[src/rtl/rx_pkg.sv]
// Shared receive-path definitions: default word width, collector state
// encoding and the helper that sizes the bit counter.
package rx_pkg;

  localparam int DESER_WIDTH_DEFAULT = 8;

  typedef enum logic {
    DS_IDLE    = 1'b0,
    DS_COLLECT = 1'b1
  } deser_state_t;

  // Counter width for a WIDTH-bit word; never narrower than one bit.
  function automatic int deser_cnt_width(input int width);
    return ($clog2(width) < 1) ? 1 : $clog2(width);
  endfunction

endpackage

[src/rtl/word_hold_reg.sv]
// Single-entry registered valid/ready output stage; full mirrors outValid
// so the collector can stall only the word-completing bit.
module word_hold_reg #(
  parameter int W = 8
) (
  input  logic         inClk,
  input  logic         inRstN,
  input  logic         load,
  input  logic [W-1:0] loadData,
  input  logic         outReady,
  output logic         outValid,
  output logic [W-1:0] outData,
  output logic         full
);

  logic         valid_q, valid_d;
  logic [W-1:0] data_q, data_d;

  // A load in the same cycle as a consume replaces the word and keeps valid set.
  always_comb begin
    valid_d = valid_q;
    data_d  = data_q;
    if (load) begin
      valid_d = 1'b1;
      data_d  = loadData;
    end else if (valid_q && outReady) begin
      valid_d = 1'b0;
    end
  end

  always_ff @(posedge inClk or negedge inRstN) begin
    if (!inRstN) begin
      valid_q <= 1'b0;
      data_q  <= '0;
    end else begin
      valid_q <= valid_d;
      data_q  <= data_d;
    end
  end

  assign outValid = valid_q;
  assign outData  = data_q;
  assign full     = valid_q;

endmodule

[src/rtl/bit_deserializer.sv]
// Serial-to-parallel deserializer: collects WIDTH bits per word through a
// valid/ready bit interface and hands finished words to word_hold_reg.
module bit_deserializer
  import rx_pkg::*;
#(
  parameter int WIDTH     = DESER_WIDTH_DEFAULT,
  parameter bit LSB_FIRST = 1'b1,
  localparam int CW       = deser_cnt_width(WIDTH)
) (
  input  logic             inClk,
  input  logic             inRstN,
  input  logic             inBit,
  input  logic             inValid,
  input  logic             inStart,
  output logic             inReady,
  output logic [WIDTH-1:0] outData,
  output logic             outValid,
  input  logic             outReady,
  output logic [CW-1:0]    outSel,
  output logic             outDrop,
  output deser_state_t     dbgState
);

  localparam logic [CW-1:0] LAST = CW'(WIDTH - 1);

  logic [CW-1:0]    cnt_q, cnt_d;
  logic [WIDTH-1:0] word_q, word_d;
  deser_state_t     state_q, state_d;
  logic             drop_q, drop_d;
  logic             accept;
  logic             load;
  logic [WIDTH-1:0] load_word;
  logic             full;
  logic [CW-1:0]    bit_idx;
  logic [CW-1:0]    bit_pos;

  // Only the completing bit waits for the output register to drain.
  assign inReady = !((cnt_q == LAST) && full && !outReady);
  assign accept  = inValid && inReady;

  always_comb begin
    cnt_d     = cnt_q;
    word_d    = word_q;
    state_d   = state_q;
    drop_d    = 1'b0;
    load      = 1'b0;
    load_word = word_q;
    bit_idx   = inStart ? '0 : cnt_q;
    bit_pos   = LSB_FIRST ? bit_idx : (LAST - bit_idx);
    if (accept) begin
      if (inStart) begin
        word_d = '0;
      end
      word_d[bit_pos] = inBit;
      if (inStart) begin
        // Resync: this bit is index 0; anything partial is thrown away.
        cnt_d   = CW'(1);
        state_d = DS_COLLECT;
        drop_d  = (cnt_q != '0);
      end else if (cnt_q == LAST) begin
        cnt_d     = '0;
        state_d   = DS_IDLE;
        load      = 1'b1;
        load_word = word_d;
      end else begin
        cnt_d   = cnt_q + CW'(1);
        state_d = DS_COLLECT;
      end
    end
  end

  always_ff @(posedge inClk or negedge inRstN) begin
    if (!inRstN) begin
      cnt_q   <= '0;
      word_q  <= '0;
      state_q <= DS_IDLE;
      drop_q  <= 1'b0;
    end else begin
      cnt_q   <= cnt_d;
      word_q  <= word_d;
      state_q <= state_d;
      drop_q  <= drop_d;
    end
  end

  word_hold_reg #(
    .W(WIDTH)
  ) u_hold (
    .inClk    (inClk),
    .inRstN   (inRstN),
    .load     (load),
    .loadData (load_word),
    .outReady (outReady),
    .outValid (outValid),
    .outData  (outData),
    .full     (full)
  );

  assign outSel   = cnt_q;
  assign outDrop  = drop_q;
  assign dbgState = state_q;

endmodule

[config.mk]
export PLATFORM = sky130hd
export DESIGN_NAME = bit_deserializer
export DESIGN_NICKNAME = d
export VERILOG_FILES = /design/src/rtl/rx_pkg.sv /design/src/rtl/word_hold_reg.sv /design/src/rtl/bit_deserializer.sv
export SDC_FILE = /design/constraint.sdc
export NUM_CORES = 1
export LEC_CHECK = 0
export CORE_ASPECT_RATIO = 1.25
export CORE_UTILIZATION = 30
export CTS_BUF_LIST = sky130_fd_sc_hd__clkbuf_16
export CTS_CLUSTER_SIZE = 25
export DETAILED_ROUTE_END_ITERATION = 10
export HOLD_SLACK_MARGIN = 0.1
export SYNTH_ARGS = -nofsm -noshare
export SYNTH_HDL_FRONTEND = slang
export SYNTH_HIERARCHICAL = 1
export SYNTH_SLANG_ARGS = --single-unit
[constraint.sdc]
create_clock -name inClk -period 2.3 [get_ports inClk]
set_clock_uncertainty 0.05 [all_clocks]
set_input_delay 0.575 -clock inClk [delete_from_list [all_inputs] [get_ports inClk]]
set_output_delay 0.575 -clock inClk [all_outputs]
set_load 0.05 [all_outputs]
==> results by group <==
Timing
  • Fin crit period: around 2.2 ns
  • Part of the cycle the worst path needs: 0.9481
  • Max-slew violation count: 0
  • Max Freq: about 460 MHz
  • Final Hold Viols: 0
  • Slew margin rel.: 0.6630
  • Setup TNS: 0 ns
  • Final count of negative-setup-slack endpoints: 0
  • RSZ-0062 raised after global routing: false
  • Slew @ Worst Pin: 0.5040 ns

Hold path
  • Worst hold path type: reg -> reg

Clocking
  • Reg clk slew, reported paths: ~0.060 ns
  • Number of H-tree levels: 1
  • # clock sinks: 22
  • Clock Latency Late Sink: 0.25 ns
  • CTS Buf Count: 3
  • Max clock buf depth: 2
  • Root buf cell: clkbuf_16
  • Post-CTS setup buffers: 0
  • CTS tree: done

GRT
  • Total grt overflow: 0
  • Largest net degree at the start of global routing: 23
  • GRT Util Overall: 0.1417
  • Vias in the first global route: 1042
  • First-pass GRT wire length: a little over 5 mm
  • Antenna violations before repair: 0

Place
  • DP Cell Count: around 190
  • DPL Wire Length: 2.023 mm
  • I/O Buffers: 20
  • Gpl congestion: just over 0.8

Logic synthesis
  • Number of flops mapped to enable cells by yosys: 0
  • Avg Synthesized Cell Area: 11.97 sq um
  • Fraction of registers with async set/reset: 1.000
  • Most frequently used flop master after synthesis: dfrtp_1
  • Gate Count Post-Synth: 110
  • Register bit total from synthesis: 22
  • Library cells used by synthesis: 32
  • Post-synth net total: around 120
  • Warnings from Yosys: 6
  • Post-synthesis sequential area ratio: 0.4183
  • Synth Cell Area: 0.001316 sq mm

Worst setup path
  • Flop-to-flop setup slack: ~0.45 ns
  • Worst Path Arrival: 1.56 ns
  • Req. time, crit path: approximately 1.7 ns
  • Crit end category: output pin
  • Setup CP Type: reg -> out
  • Highest net fanout along the worst path: 11
  • Startpoint types: register

Detailed routing
  • DRT antenna net count: 0
  • DR vias: just under 1000
  • Vias per inst: 5.153
  • Pre-Repair DR Iteration Count: 4
  • Residual DRC: 0
  • Routed length per instance: approximately 15 um
  • DR iter-0 viols: 14
  • Final WL: 2.861 mm

Power
  • Switch share: 0.3363
  • Gate power share: 0.339
  • Peak VDD IR: about 520 uV
  • Register share of total power: 0.366
  • Clock power share: 0.295
  • Internal: 0.8237 mW
  • Power density of the placed cells: 749.2 mW/mm^2
  • Leak: 0.7342 nW
  • Psw: 0.4174 mW

Cells and area
  • Fill count: 407
  • Final core utilization: 0.4010
  • Commonest non-fill, non-tap cells in the layout: dfrtp_1, clkdlybuf4s50_1, buf_4, nand4_1
  • # nets final: 143
  • Commonest non-fill, non-tap cell in the layout: dfrtp_1
  • Finished Layout Cells: 189
  • Area growth syn-to-layout: 25.86%
  • N_diodes: 0
  • Fraction of layout instances using a drive strength above 1: 0.2707

Floorplanning
  • Die Height: 76.06 um
  • Die ar.: 0.004658 sq mm
  • Core footprint: roughly 0.0041 sq mm
  • FP Rows: 26
  • Starting Density: 0.3186
  • Die X: about 61 um
  • Io pins: 21

Outcome
  • Outcome: complete, no violations

Run
  • Max cap viols: 0
==> Yosys cell counts (2+ instances only) <==
master	n	area, sq um
mux2i_1	2	20.02
nor3b_2	3	37.54
and3_1	2	12.51
dfrtp_1	22	550.5
mux2_4	8	120.1
o211ai_1	8	60.06
buf_4	4	30.03
ha_1	3	37.54
nand2_1	6	22.52
buf_2	2	10.01
inv_1	5	18.77
mux2_1	8	90.09
o2bb2ai_1	3	26.28
a32o_1	4	40.04
and3b_2	2	20.02
nand4_1	9	56.30
buf_6	4	45.04
==> power groups by stage <==
stage	registers (mW)	clock network (mW)	logic (mW)
finish	0.454	0.366	0.421
detailed placement	0.462	0	0.419
floorplan	0.565	0	0.202
global route	0.459	0.390	0.456
CTS	0.455	0.378	0.423
global placement	0.460	0	0.411
==> layer usage <==
| layer | wire [um] | global-route usage | vias up |
|---|---|---|---|
| li1 | - | - | 457 |
| met3 | 72 | 0.02547 | 6 |
| met2 | 1407 | 0.2141 | 20 |
| met4 | 36 | 0.04773 | 0 |
| met1 | 1344 | 0.2004 | 491 |
| met5 | 0 | 0 | - |
==> cell type report <==
cell class | count | area (sq um) | area share
clock buffer | 3 | 75.07 | 0.04532
inverter | 5 | 18.77 | 0.01133
tap | 56 | 70.07 | 0.04230
clock inverter | 1 | 3.754 | 0.002266
multi-input combinational | 71 | 653.1 | 0.3943
timing repair buffer | 31 | 285.3 | 0.1722
sequential | 22 | 550.5 | 0.3323
==> state kept, by name, summed over array words and instances (netlist names) <==
name            count
u_hold/full         1
dbgState            1
word_q              8
outSel              3
outDrop             1
u_hold/outData      8
==> worst max-delay path, cell delays in order, from the launching register on <==
cell	delay, ns
dfrtp_1	0.35
ha_1	0.16
ha_2	0.32
nand3b_1	0.25
buf_12	0.23
==> kinds of logic (layout without fill, tap and decap cells) <==
| family | count (synthesis) | count (layout) | synth area share |
|---|---|---|---|
| buf+inv | 17 | 40 | 0.08745 |
| fa+ha+maj | 3 | 3 | 0.02852 |
| simple gates | 29 | 29 | 0.1578 |
| compound gates | 20 | 20 | 0.1245 |
| mux | 19 | 19 | 0.1835 |
| flops | 22 | 22 | 0.4183 |
==> stage by stage <==
stage          worst slack [ns]  hold WS (ns)  instance area (sq um)  power [mW]
3_5_place_dp            0.03002        0.4257                   1575      0.8803
2_1_floorplan            0.1528        0.2294                   1316      0.7667
6_report                 0.1193        0.4358                   1657       1.241
5_1_grt                 0.06215        0.4724                   1657       1.306
3_3_place_gp            0.04634        0.4270                   1575      0.8704
4_1_cts                  0.1243        0.4433                   1657       1.255
==> final timing paths <==
path | from | to | cells after the start
setup / recovery | outSel[1] | inReady | 4
hold / removal | word_q[2] | word_q[2] | 1
setup reg to reg | outSel[0] | outDrop | 6
hold reg to reg | word_q[2] | word_q[2] | 1
max in group asynchronous | inRstN | outDrop | 2
min in group asynchronous | inRstN | u_hold/full | 2
==> what timing repair did <==
item                       CTS  global route
hold buffers                 0             0
setup endpoints to repair    1             0
resized for setup            1             0
Power figures use the tool's default switching activity.
